## config.mk

```make
export PLATFORM = sky130hd
export DESIGN_NAME = pipe_stage_reg
export DESIGN_NICKNAME = d
export VERILOG_FILES = /design/src/rtl/pipe_pkg.sv /design/src/rtl/pipe_stage_reg_slot.sv /design/src/rtl/pipe_stage_reg.sv
export SDC_FILE = /design/constraint.sdc
export NUM_CORES = 1
export LEC_CHECK = 0
export BUFFER_PORTS_ARGS = -buffer_cell sky130_fd_sc_hd__buf_4
export CAP_MARGIN = 20
export CORE_MARGIN = 2
export CORE_UTILIZATION = 30
export CTS_BUF_LIST = sky130_fd_sc_hd__clkbuf_4 sky130_fd_sc_hd__clkbuf_8
export DETAILED_ROUTE_END_ITERATION = 8
export PLACE_DENSITY = 0.47
export SKIP_CTS_REPAIR_TIMING = 1
export SYNTH_ARGS = -nofsm -noshare
export SYNTH_HDL_FRONTEND = slang
export SYNTH_HIERARCHICAL = 1
export SYNTH_SLANG_ARGS = --single-unit
```

## constraint.sdc

```tcl
create_clock -name CLOCK -period 8.4 [get_ports CLOCK]
set_input_delay 0.84 -clock CLOCK [delete_from_list [all_inputs] [get_ports CLOCK]]
set_output_delay 0.84 -clock CLOCK [all_outputs]
set_load 0.005 [all_outputs]
```

## src/rtl/pipe_pkg.sv

```systemverilog
// Shared widths and field offsets for the pipeline boundary registers.
// The ID/EX offsets locate each control and data field inside the packed vectors.
package pipe_pkg;

  // Per-boundary widths
  localparam int IFID_CTRL_W  = 1;
  localparam int IFID_DATA_W  = 64;
  localparam int IDEX_CTRL_W  = 7;
  localparam int IDEX_DATA_W  = 143;
  localparam int EXMEM_CTRL_W = 4;
  localparam int EXMEM_DATA_W = 101;
  localparam int MEMWB_CTRL_W = 2;
  localparam int MEMWB_DATA_W = 69;

  // ID/EX control bit indices
  localparam int IDEX_REG_WRITE_EN = 0;
  localparam int IDEX_MEM2REG_SEL  = 1;
  localparam int IDEX_MEM_WRITE_EN = 2;
  localparam int IDEX_BRANCH       = 3;
  localparam int IDEX_ALU_CTRL     = 4;
  localparam int IDEX_ALU_SRC      = 5;
  localparam int IDEX_REG_DST_SEL  = 6;

  // ID/EX data field LSB offsets
  localparam int IDEX_REG_DATA1_LSB    = 0;
  localparam int IDEX_REG_DATA2_LSB    = 32;
  localparam int IDEX_IMM_SIGN_EXT_LSB = 64;
  localparam int IDEX_IMM_ZERO_EXT_LSB = 96;
  localparam int IDEX_RT_ADDR_LSB      = 128;
  localparam int IDEX_RD_ADDR_LSB      = 133;
  localparam int IDEX_SHAMT_LSB        = 138;

  // Valid/ready handshake: a transfer happens on a rising edge where valid
  // and ready are both high; valid never depends on ready, and an offered
  // entry stays stable until it transfers (or is squashed by a flush).
  localparam int OCC_W = 2;

endpackage

```

## src/rtl/pipe_stage_reg_slot.sv

```systemverilog
// One storage slot of the stage: valid flag, control field and data field.
// load wins over clear; clear drops valid and, with ZERO_CTRL, zeroes the control field.
module pipe_slot #(
  parameter int CTRL_W    = 7,
  parameter int DATA_W    = 143,
  parameter bit ZERO_CTRL = 1'b1
) (
  input  logic              clk,
  input  logic              rst,
  input  logic              load,
  input  logic              clear,
  input  logic [CTRL_W-1:0] ctrl_d,
  input  logic [DATA_W-1:0] data_d,
  output logic              valid,
  output logic [CTRL_W-1:0] ctrl,
  output logic [DATA_W-1:0] data
);

  always_ff @(posedge clk or posedge rst) begin
    if (rst) begin
      valid <= 1'b0;
      ctrl  <= '0;
      data  <= '0;
    end else if (load) begin
      valid <= 1'b1;
      ctrl  <= ctrl_d;
      data  <= data_d;
    end else if (clear) begin
      valid <= 1'b0;
      // Data is kept on purpose; only control can cause side effects downstream.
      if (ZERO_CTRL) ctrl <= '0;
    end
  end

endmodule

```

## src/rtl/pipe_stage_reg.sv

```systemverilog
// Elastic pipeline-stage register: main slot drives the outputs, a skid slot
// absorbs one entry under backpressure so In_Ready is purely registered.
module pipe_stage_reg
  import pipe_pkg::*;
#(
  parameter int CTRL_W    = IDEX_CTRL_W,
  parameter int DATA_W    = IDEX_DATA_W,
  parameter bit ZERO_CTRL = 1'b1
) (
  input  logic              CLOCK,
  input  logic              RESET,
  input  logic              FLUSH,
  input  logic              In_Valid,
  output logic              In_Ready,
  input  logic [CTRL_W-1:0] In_Ctrl,
  input  logic [DATA_W-1:0] In_Data,
  output logic              Out_Valid,
  input  logic              Out_Ready,
  output logic [CTRL_W-1:0] Out_Ctrl,
  output logic [DATA_W-1:0] Out_Data,
  output logic [OCC_W-1:0]  Occupancy
);

  logic              m_valid, s_valid;
  logic [CTRL_W-1:0] m_ctrl, s_ctrl, m_ctrl_d;
  logic [DATA_W-1:0] m_data, s_data, m_data_d;
  logic              m_load, m_clear, s_load, s_clear;
  logic              accept, pop;

  assign accept = In_Valid & In_Ready;
  assign pop    = m_valid & Out_Ready;

  always_comb begin
    m_load   = 1'b0;
    m_clear  = 1'b0;
    s_load   = 1'b0;
    s_clear  = !s_valid;
    m_ctrl_d = In_Ctrl;
    m_data_d = In_Data;
    if (FLUSH) begin
      m_clear = 1'b1;
      s_clear = 1'b1;
    end else if (pop || !m_valid) begin
      // Skid entry is older than anything upstream, so it moves first.
      if (s_valid) begin
        m_load   = 1'b1;
        m_ctrl_d = s_ctrl;
        m_data_d = s_data;
        s_clear  = 1'b1;
      end else if (accept) begin
        m_load = 1'b1;
      end else begin
        m_clear = 1'b1;
      end
    end else if (accept) begin
      s_load = 1'b1;
    end
  end

  pipe_slot #(.CTRL_W(CTRL_W), .DATA_W(DATA_W), .ZERO_CTRL(ZERO_CTRL)) u_main (
    .clk    (CLOCK),
    .rst    (RESET),
    .load   (m_load),
    .clear  (m_clear),
    .ctrl_d (m_ctrl_d),
    .data_d (m_data_d),
    .valid  (m_valid),
    .ctrl   (m_ctrl),
    .data   (m_data)
  );

  pipe_slot #(.CTRL_W(CTRL_W), .DATA_W(DATA_W), .ZERO_CTRL(ZERO_CTRL)) u_skid (
    .clk    (CLOCK),
    .rst    (RESET),
    .load   (s_load),
    .clear  (s_clear),
    .ctrl_d (In_Ctrl),
    .data_d (In_Data),
    .valid  (s_valid),
    .ctrl   (s_ctrl),
    .data   (s_data)
  );

  assign Out_Valid = m_valid;
  assign Out_Ctrl  = m_ctrl;
  assign Out_Data  = m_data;
  assign In_Ready  = !s_valid;
  assign Occupancy = {1'b0, m_valid} + {1'b0, s_valid};

endmodule

```

; ---- After elaboration in Yosys (flattened, before gate mapping)
; Cells that the tools add are included.
[word_totals]
ff_bits = 302
input_bits = 155
elab_cells = 41
out_inout_bits = 154
[op_classes]
reduce_logical = 5
n_addsub = 1
n_bitwise = 2
mux = 27
[op_table]
columns = op, count
row1 = $mux W143, 3
row2 = $mux W7, 7
row3 = $mux W1, 17
row4 = $reduce_bool A2 Y1, 2
row5 = $add A1 B1 Y2, 1
row6 = $and A1 B1 Y1, 2
row7 = $logic_not A1 Y1, 2
row8 = $logic_or A1 B1 Y1, 1

; ---- Longest topological paths before layout
; Gate-level depths: netlist of the first run.
[logic_depth]
ltp_word = 8
mapped_depth = 7
depth_no_buf = 5

; ---- Modules after synthesis
; Netlist of the first run, hierarchy kept.
[modules_own_cells]
columns = mod, instances, area_each_um2, cells_per_inst, seq_area_each_um2
row1 = pipe_slot, 2, 5675.4, 330, 3778.6
row2 = pipe_stage_reg, 1, 1903.1, 177, 0.0

; ---- Worst setup path before layout of the first run
; Ideal clock, no wire load.
[synth_path]
path_kind = in2reg
start = input port FLUSH
end = register u_main.data[70]
arrival_time_ns = 2.074
n_path_buf = 2
setup_slack_ns = 6.198
required_ns = 8.273
setup_time_ns = 0.127
cell_stages = 5
cell_sequence = nor3_2 > buf_4 > buf_6 > mux2_1 > mux2_1
[synth_via]
elab_chain_cells = 1
word_cells_on_any_way = 2
classes_between = 2 x mux
[synth_rtl]
columns = element, line_no
row1 = start: declaration, pipe_stage_reg.sv:12  ; input logic FLUSH,
row2 = $mux W143, pipe_stage_reg.sv:40  ; if (FLUSH) begin
row3 = net m_data_d[70], pipe_stage_reg.sv:26  ; logic [DATA_W-1:0] m_data, s_data, m_data_d;
row4 = end signal: assignment, pipe_stage_reg_slot.sv:27  ; data <= data_d;
row5 = end: declaration, pipe_stage_reg_slot.sv:16  ; output logic [DATA_W-1:0] data
; The timed path passes the listed nets, and every way through them passes these cells.
; A chain may end at the register's enable or synchronous reset.

; ---- Worst setup path after layout of the first run
[layout_path]
start = register u_main.valid
end = register u_skid.data[132]
[layout_via]
elab_chain_cells = 4
word_cells_on_any_way = 5
classes_between = 2 x mux / 1 x bitwise / 2 x reduce/logical
[layout_rtl]
columns = element, line_no
row1 = start: declaration, pipe_stage_reg_slot.sv:14  ; output logic valid,
row2 = start signal: assignment, pipe_stage_reg_slot.sv:21  ; valid <= 1'b0;
row3 = start signal: assignment, pipe_stage_reg_slot.sv:25  ; valid <= 1'b1;
row4 = start signal: assignment, pipe_stage_reg_slot.sv:29  ; valid <= 1'b0;
row5 = $and A1 B1 Y1 / $logic_not A1 Y1 (equally long branches), "pipe_stage_reg.sv:31, pipe_stage_reg.sv:43"
row6 = $logic_or A1 B1 Y1 (*), pipe_stage_reg.sv:43  ; end else if (pop || !m_valid) begin
row7 = $mux W1 (*), pipe_stage_reg.sv:43
row8 = $mux W1 (*), pipe_stage_reg.sv:40
row9 = net s_load, pipe_stage_reg.sv:27  ; logic m_load, m_clear, s_load, s_clear;
row10 = end signal: assignment, pipe_stage_reg_slot.sv:27
row11 = end: declaration, pipe_stage_reg_slot.sv:16
; Mark *: on every way through the listed nets, which the timed path passes. The rest lies on a longest branch.

==> summary.txt, run 1 <==
num ports: 309
YS warnings: 6
setup TNS: 0 ns
Die Wd: 214 µm
Fmax achieved: 0.383 GHz
Placement Setup Slack: 5.15 ns
Post-synth top flop: dfrtp_1
drt wl/cell: 18.5 µm
clock buffer depth: 3
top cell type by total area after synthesis: dfrtp_1
Pleak: 7.68 nW
nature of the critical path endpoint: register
# DRC: 0
Slew headroom: 31.2%
Area after DPL: 0.0159 mm²
placed cells: 1,698
Synthesized Nets: 993
core area: 0.0439 mm²
gpl congestion: 0.701
Gate Count Post-Synth: 837
Clock Latency Late Sink: 0.62 ns
CTS Sinks: 302
termination of the worst setup path: u_skid/data[132]
CP Depth: 5
vias per std cell: 4.45
clk_skew: 0.0239 ns
Starting Density: 30.2%
std cell rows: 77
Post-DP HPWL: 20.9 mm
port bufs: 308
top-area cell type share of the netlist area: 57.0%
fin. max-slew vios: 0
CTS tree: built
register area: 0.00756 mm²
final hold vios: 0
initial drt markers: 224
R2R Path End: u_skid/data[132]
Nets: 1,321
worst min path class: in2async
count leader, synth: mux2_2
Worst-Margin Slew: 1.03 ns
largest net degree at the start of global routing: 151
Clock transition at path regs: 0.06 ns
H-tree depth: 2
Worst Hold Slack: 0.266 ns
GRT Total Usage: 14.6%
Worst Setup Start Kind: register
sequential area share after synthesis: 57.0%
RR Startpoint: u_main/valid
WL final: 33.3 mm
top cells by count, synth: mux2_2, dfrtp_1, mux2_1
Util after Layout: 39.1%
EDFF count, synth: 0
largest cells by area after synthesis: dfrtp_1, mux2_2, mux2_1
Critical path origin: u_main/valid
max-cap violations: 0
multi-input logic area: 0.00519 mm²
unrepaired setup endpoints after global routing: false
initial antenna violation count: 1
distinct cell type count after synthesis: 19
PD cells: 249 mW/mm²
worst setup margin: 5.79 ns
Mapped Area: 0.0133 mm²
Final Instance Area: 0.0172 mm²
Root Buffer: clkbuf_8
Ant. Diodes: 0
run status: complete, no violations
P&R area growth vs syn: 29.7%
min cycle time layout: 2.61 ns
share of layout cells above drive strength 1: 62.9%
Tot Pwr: 4.29 mW
critical path class: reg2reg
Yosys reg bits: 302
crit path buf inv count: 1
synthesized area per cell: 15.8 µm²
die height: 214 µm
cts bufs inserted: 57
Critical Path RT: 8.89 ns
Reg2Reg Depth: 5
Final Setup Violations: 0
Crit-path slowest cell: buf_4
Synth async-reset ratio: 100%
antenna violation net count after detailed routing: 0
vias in the first global route: 8,449
flop2flop setup slack: 5.79 ns
Pre-antenna DRT Iters: 4
Post-Layout Cell Count: 1,803
part of the cycle the worst path needs: 31.1%
peak supply drop: 0.120 mV
CP Cell Sequence: nand2b_1, nor2_1, and3_4, buf_4, mux2_2
first-pass GRT wire length: 52.1 mm
FILL cells: 4,294
critical path's top delay family: buffers and inverters
crit path max fanout: 69
crit-path max cell delay: 0.82 ns
vias: 8,026
die area: 0.0459 mm²
Crit path arrival time: 3.10 ns
grt ovf: 0
-- report_power, final --
part	switching (mW)	internal, mW
registers	0.166	1.80
logic	0.264	0.499
clock network	0.625	0.935
total	1.06	3.23
-- per-layer routing --
metal  routed length (µm)  vias up  track usage (%)
met5                   12        -                0
met4                  861        2             4.91
met3                 2530       63             5.65
met2                15000      212             21.9
met1                14900     4073             19.1
li1                     -     3676                -
-- cell type report --
| class | count | share of cell area (%) |
|---|---|---|
| sequential | 302 | 44.0 |
| multi-input combinational | 480 | 30.2 |
| timing repair buffer | 319 | 14.0 |
| clock buffer | 103 | 7.16 |
| tap | 592 | 4.31 |
| clock inverter | 2 | 0.218 |
| inverter | 5 | 0.167 |
-- worst reg2reg max path, cell delays in order (launching register included) --
cell      delay, ns
dfrtp_1        0.42
nand2b_1       0.10
nor2_1         0.13
and3_4         0.51
buf_4          0.82
mux2_2         0.50
-- how the worst min path moves through the flow --
stage / start / endpoint / slack, ns / cells past startpoint
CTS: RESET / u_skid/data[104] / 0.20 / 2
detailed placement: u_skid/data[70] / u_skid/data[70] / 0.47 / 1
finish: RESET / u_skid/data[104] / 0.27 / 2
floorplan: u_skid/data[70] / u_skid/data[70] / 0.45 / 1
global placement: u_skid/data[70] / u_skid/data[70] / 0.47 / 1
global route: RESET / u_skid/data[104] / 0.24 / 2
-- cells by family (layout without fill, tap and decap cells) --
group	after synthesis	after routing	synth area share, %
flip-flops	302	302	57.0
AO/OA/AOI/OAI	17	17	0.868
multiplexers	436	436	37.0
adder cells (fa/ha/maj)	1	1	0.0944
buffers and inverters	55	429	3.97
AND/OR/NAND/NOR	26	26	1.00
-- registers in the layout (all words and copies together) (netlist names) --
register	flops
u_main/ctrl	7
u_main/valid	1
u_skid/valid	1
u_main/data	143
u_skid/data	143
u_skid/ctrl	7
-- cell usage in the layout, fill, tap and decap left out, drive strengths merged --
cell type	count
clkbuf	103
ha	1
o21ai	8
nand2b	9
clkinvlp	1
inv	5
bufinv	1
nor3	2
mux2	436
nand2	9
buf	319
nor2	4
nor2b	1
and3	1
a22o	6
dfrtp	302
a21o	3
No activity file was read; power rests on OpenSTA's default activity.
==> run 2: changes to the inputs <==
- clock period: 8.4 -> 2.56 ns (I/O delays scaled with it)
==> run 2 against run 1 <==
- combinational power increased to 3.6 times the previous value
- final cell count increased by 8.8%
- setup slack got worse by 5.3 ns
- routed wire length up 4.1%
- core utilization up 3.7 points
- sequential power rose to 3.3 times the previous value
- non-clock buffer count rose by 164
- global-route usage is 0.40 points higher
- sequential share of layout area is 3.8 points lower
- critical path depth is 1 higher
- maximum frequency is 26% higher
- critical path type unchanged
- critical endpoint is now u_main/data[70]
==> summary.txt, run 2 (synthesis gave the netlist of run 1 again) <==
run status: complete, no violations
Final Setup Violations: 0
initial antenna violation count: 1
Crit path arrival time: 2.57 ns
Util after Layout: 42.8%
CTS Sinks: 302
Starting Density: 30.2%
P&R area growth vs syn: 41.9%
drt wl/cell: 17.7 µm
clk_skew: 0.0198 ns
Clock transition at path regs: 0.06 ns
vias: 8,576
Pleak: 8.35 nW
antenna violation net count after detailed routing: 0
setup TNS: 0 ns
CTS tree: built
Slew headroom: 52.4%
FILL cells: 4,229
num ports: 309
WL final: 34.7 mm
Placement Setup Slack: 0.441 ns
max-cap violations: 0
vias per std cell: 4.37
crit path max fanout: 31
initial drt markers: 213
worst setup margin: 0.486 ns
gpl congestion: 0.725
core area: 0.0439 mm²
grt ovf: 0
fin. max-slew vios: 0
Tot Pwr: 13.9 mW
commonest non-fill, non-tap cell in the layout: mux2_2
min cycle time layout: 2.07 ns
die area: 0.0459 mm²
peak supply drop: 0.430 mV
share of layout cells above drive strength 1: 56.2%
Post-DP HPWL: 22.3 mm
Die Wd: 214 µm
placed cells: 1,711
vias in the first global route: 8,711
Critical Path RT: 3.06 ns
part of the cycle the worst path needs: 81.0%
# DRC: 0
Post-Layout Cell Count: 1,962
cts bufs inserted: 56
first-pass GRT wire length: 53.7 mm
Root Buffer: clkbuf_8
Pre-antenna DRT Iters: 4
Worst-Margin Slew: 0.712 ns
Nets: 1,484
critical path class: reg2reg
std cell rows: 77
Fmax achieved: 0.482 GHz
nature of the critical path endpoint: register
unrepaired setup endpoints after global routing: false
largest net degree at the start of global routing: 84
Largest regs: u_main/data: 143 flops, u_skid/data: 143 flops
most frequent cells in the layout: mux2_2, buf_4, dfrtp_1, dlygate4sd3_1, mux2_1
clock buffer depth: 3
final hold vios: 0
PD cells: 738 mW/mm²
port bufs: 308
Worst Setup Start Kind: register
die height: 214 µm
H-tree depth: 2
GRT Total Usage: 15.0%
worst min path class: in2reg
Final Instance Area: 0.0188 mm²
Area after DPL: 0.0162 mm²
Clock Latency Late Sink: 0.63 ns
Worst Hold Slack: 0.141 ns
## run 2: cell count changes in the layout (fill, tap and decap cells not counted), sizes merged
cell | before | now
buf | 319 | 332
bufinv | 1 | 0
inv | 5 | 3
clkinvlp | 1 | 4
clkinv | 0 | 4
dlygate4sd3 | 0 | 151
clkbuf | 103 | 93
diode | 0 | 1
## run 2: area by class of cell
type	instances	area, µm²	area share [%]
diodes	1	2.50	0.0133
clock buffers	93	1100	5.84
clock inverters	6	35.0	0.186
inverters	5	26.3	0.140
multi-input cells	480	5190	27.6
flip-flops and latches	302	7560	40.2
well taps	592	741	3.94
repair buffers	483	4170	22.1
## run 2: routing by layer
metal	global-route usage, %	vias to the layer above	routed length, µm
met3	5.30	57	2120
met5	0	-	0
li1	-	3986	-
met2	23.3	216	16100
met4	5.30	0	774
met1	19.3	4317	15700
## run 2: worst paths after layout
check | startpoint | end | slack [ns] | cells past startpoint
max in group asynchronous | RESET | u_main/data[120] | 1.43 | 4
hold / removal | FLUSH | u_skid/ctrl[3] | 0.14 | 4
min in group asynchronous | RESET | u_skid/data[50] | 0.31 | 3
setup / recovery | u_main/valid | u_main/data[70] | 0.49 | 6
hold reg to reg | u_skid/data[71] | u_skid/data[71] | 0.49 | 1
setup reg to reg | u_main/valid | u_main/data[70] | 0.49 | 6
## run 2: power breakdown
part / leakage (nW) / switching (mW) / total, mW / internal [mW]
sequential: 3.65 / 0.542 / 6.44 / 5.90
combinational: 4.09 / 0.924 / 2.74 / 1.81
clock: 0.610 / 2.03 / 4.71 / 2.68
total: 8.35 / 3.50 / 13.9 / 10.4
## run 2: critical path, stage by stage, from the launching register on
cell	delay [ns]
dfrtp_1	0.42
nor2b_1	0.19
nor3_4	0.22
buf_12	0.27
buf_4	0.25
mux2_1	0.33
mux2_1	0.28
==> run 3: changes to the inputs <==
- PLACE_DENSITY: 0.47 -> 0.48
- clock period: 2.56 -> 1.82 ns (I/O delays scaled with it)
==> run 3 against run 2 <==
- worst hold slack got worse by 0.019 ns
- critical path depth is the same
- critical endpoint is now u_main/data[98]
- core utilization grew 1.6 points
- critical path type unchanged
- largest cell class unchanged
- routed wire length grew 2.6%
- setup slack lost 0.48 ns
- first-iteration DRC count grew 5.6%
- maximum frequency up 15%
- via count increased by 1.8%
==> summary.txt, run 3 (synthesis gave the netlist of run 1 again) <==
crit path buf inv count: 2
first-pass GRT wire length: 54.0 mm
Area after DPL: 0.0166 mm²
gpl congestion: 0.694
vias: 8,727
crit path max fanout: 9
Clock Latency Late Sink: 0.62 ns
hold_sp: FLUSH
CP Depth: 6
initial antenna violation count: 1
Clock transition at path regs: 0.06 ns
fin. max-slew vios: 0
Slew headroom: 61.5%
peak supply drop: 0.538 mV
PD cells: 1010 mW/mm²
largest net degree at the start of global routing: 86
Fmax achieved: 0.552 GHz
R2R Path End: u_main/data[98]
worst min path class: in2reg
min cycle time layout: 1.81 ns
die area: 0.0459 mm²
# DRC: 0
Crit path arrival time: 2.30 ns
setup TNS: 0 ns
Worst Setup Start Kind: register
Util after Layout: 44.4%
P&R area growth vs syn: 47.2%
run status: complete, no violations
Hold Path End: u_main/ctrl[2]
critical path class: reg2reg
RR Startpoint: u_main/valid
CTS tree: built
Die Wd: 214 µm
GRT Total Usage: 15.1%
vias per std cell: 4.39
drt wl/cell: 17.9 µm
Critical Path RT: 2.31 ns
Worst Hold Slack: 0.122 ns
Final Instance Area: 0.0195 mm²
Starting Density: 30.2%
WL final: 35.6 mm
share of layout cells above drive strength 1: 58.8%
H-tree depth: 2
std cell rows: 77
clock buffer depth: 3
critical path's top delay family: multiplexers
initial drt markers: 225
nature of the critical path endpoint: register
Post-Layout Cell Count: 1,989
vias in the first global route: 8,898
placed cells: 1,737
die height: 214 µm
Hold Crit Depth: 3
final hold vios: 0
Final Setup Violations: 0
most frequent cells in the layout: buf_4, mux2_2, dfrtp_1, dlygate4sd3_1, mux2_1
Crit-path slowest cell: dfrtp_1
num ports: 309
antenna violation net count after detailed routing: 0
Worst-Margin Slew: 0.577 ns
Post-DP HPWL: 23.0 mm
flop2flop setup slack: 0.01 ns
Pleak: 8.71 nW
Largest regs: u_main/data: 143 flops, u_skid/data: 143 flops
unrepaired setup endpoints after global routing: true
Pre-antenna DRT Iters: 4
cts bufs inserted: 55
core area: 0.0439 mm²
part of the cycle the worst path needs: 99.5%
max-cap violations: 0
commonest non-fill, non-tap cell in the layout: buf_4
grt ovf: 0
CP Cell Sequence: nor2b_4, nor3_4, buf_12, buf_4, mux2_1, mux2_2
port bufs: 308
worst setup margin: 0.00976 ns
Tot Pwr: 19.7 mW
clk_skew: 0.0166 ns
CTS Sinks: 302
Reg2Reg Depth: 6
Nets: 1,514
Placement Setup Slack: -0.0754 ns
Root Buffer: clkbuf_8
crit-path max cell delay: 0.37 ns
[run 3: metal layers]
layer | share of wire (%) | track usage [%] | vias to the layer above
met5 | 0 | 0 | -
met4 | 2.2 | 4.88 | 0
met3 | 6.3 | 5.26 | 55
met2 | 47 | 24.0 | 214
met1 | 45 | 19.2 | 4387
li1 | - | - | 4071
[run 3: final cells by class]
class                           instances  area (µm²)
Antenna cell                            1        2.50
Clock buffer                           95        1130
Fill cell                            4152       24400
Inverter                                5        26.3
Multi-Input combinational cell        480        5340
Sequential cell                       302        7560
Tap cell                              592         741
Timing Repair Buffer                  514        4710
[run 3: how the worst max path moves through the flow]
stage	startpoint	endpoint	slack, ns
floorplan	RESET	u_main/ctrl[0]	-0.26
global placement	u_main/valid	u_main/data[100]	-0.09
detailed placement	u_main/valid	u_main/data[96]	-0.08
CTS	u_main/valid	Occupancy[0]	-0.14
global route	u_main/valid	u_main/data[19]	-0.08
finish	u_main/valid	u_main/data[98]	0.01
[run 3: tightest hold or removal path: cells and delay by family]
| family | cells | cell delay (ns) |
|---|---|---|
| compound gates | 2 | 0.38 |
| buf+inv | 1 | 0.12 |
[run 3: report_power, final]
part           internal, mW  switching (mW)
Clock                  3.85            2.82
Sequential             8.30           0.789
Combinational          2.68            1.30
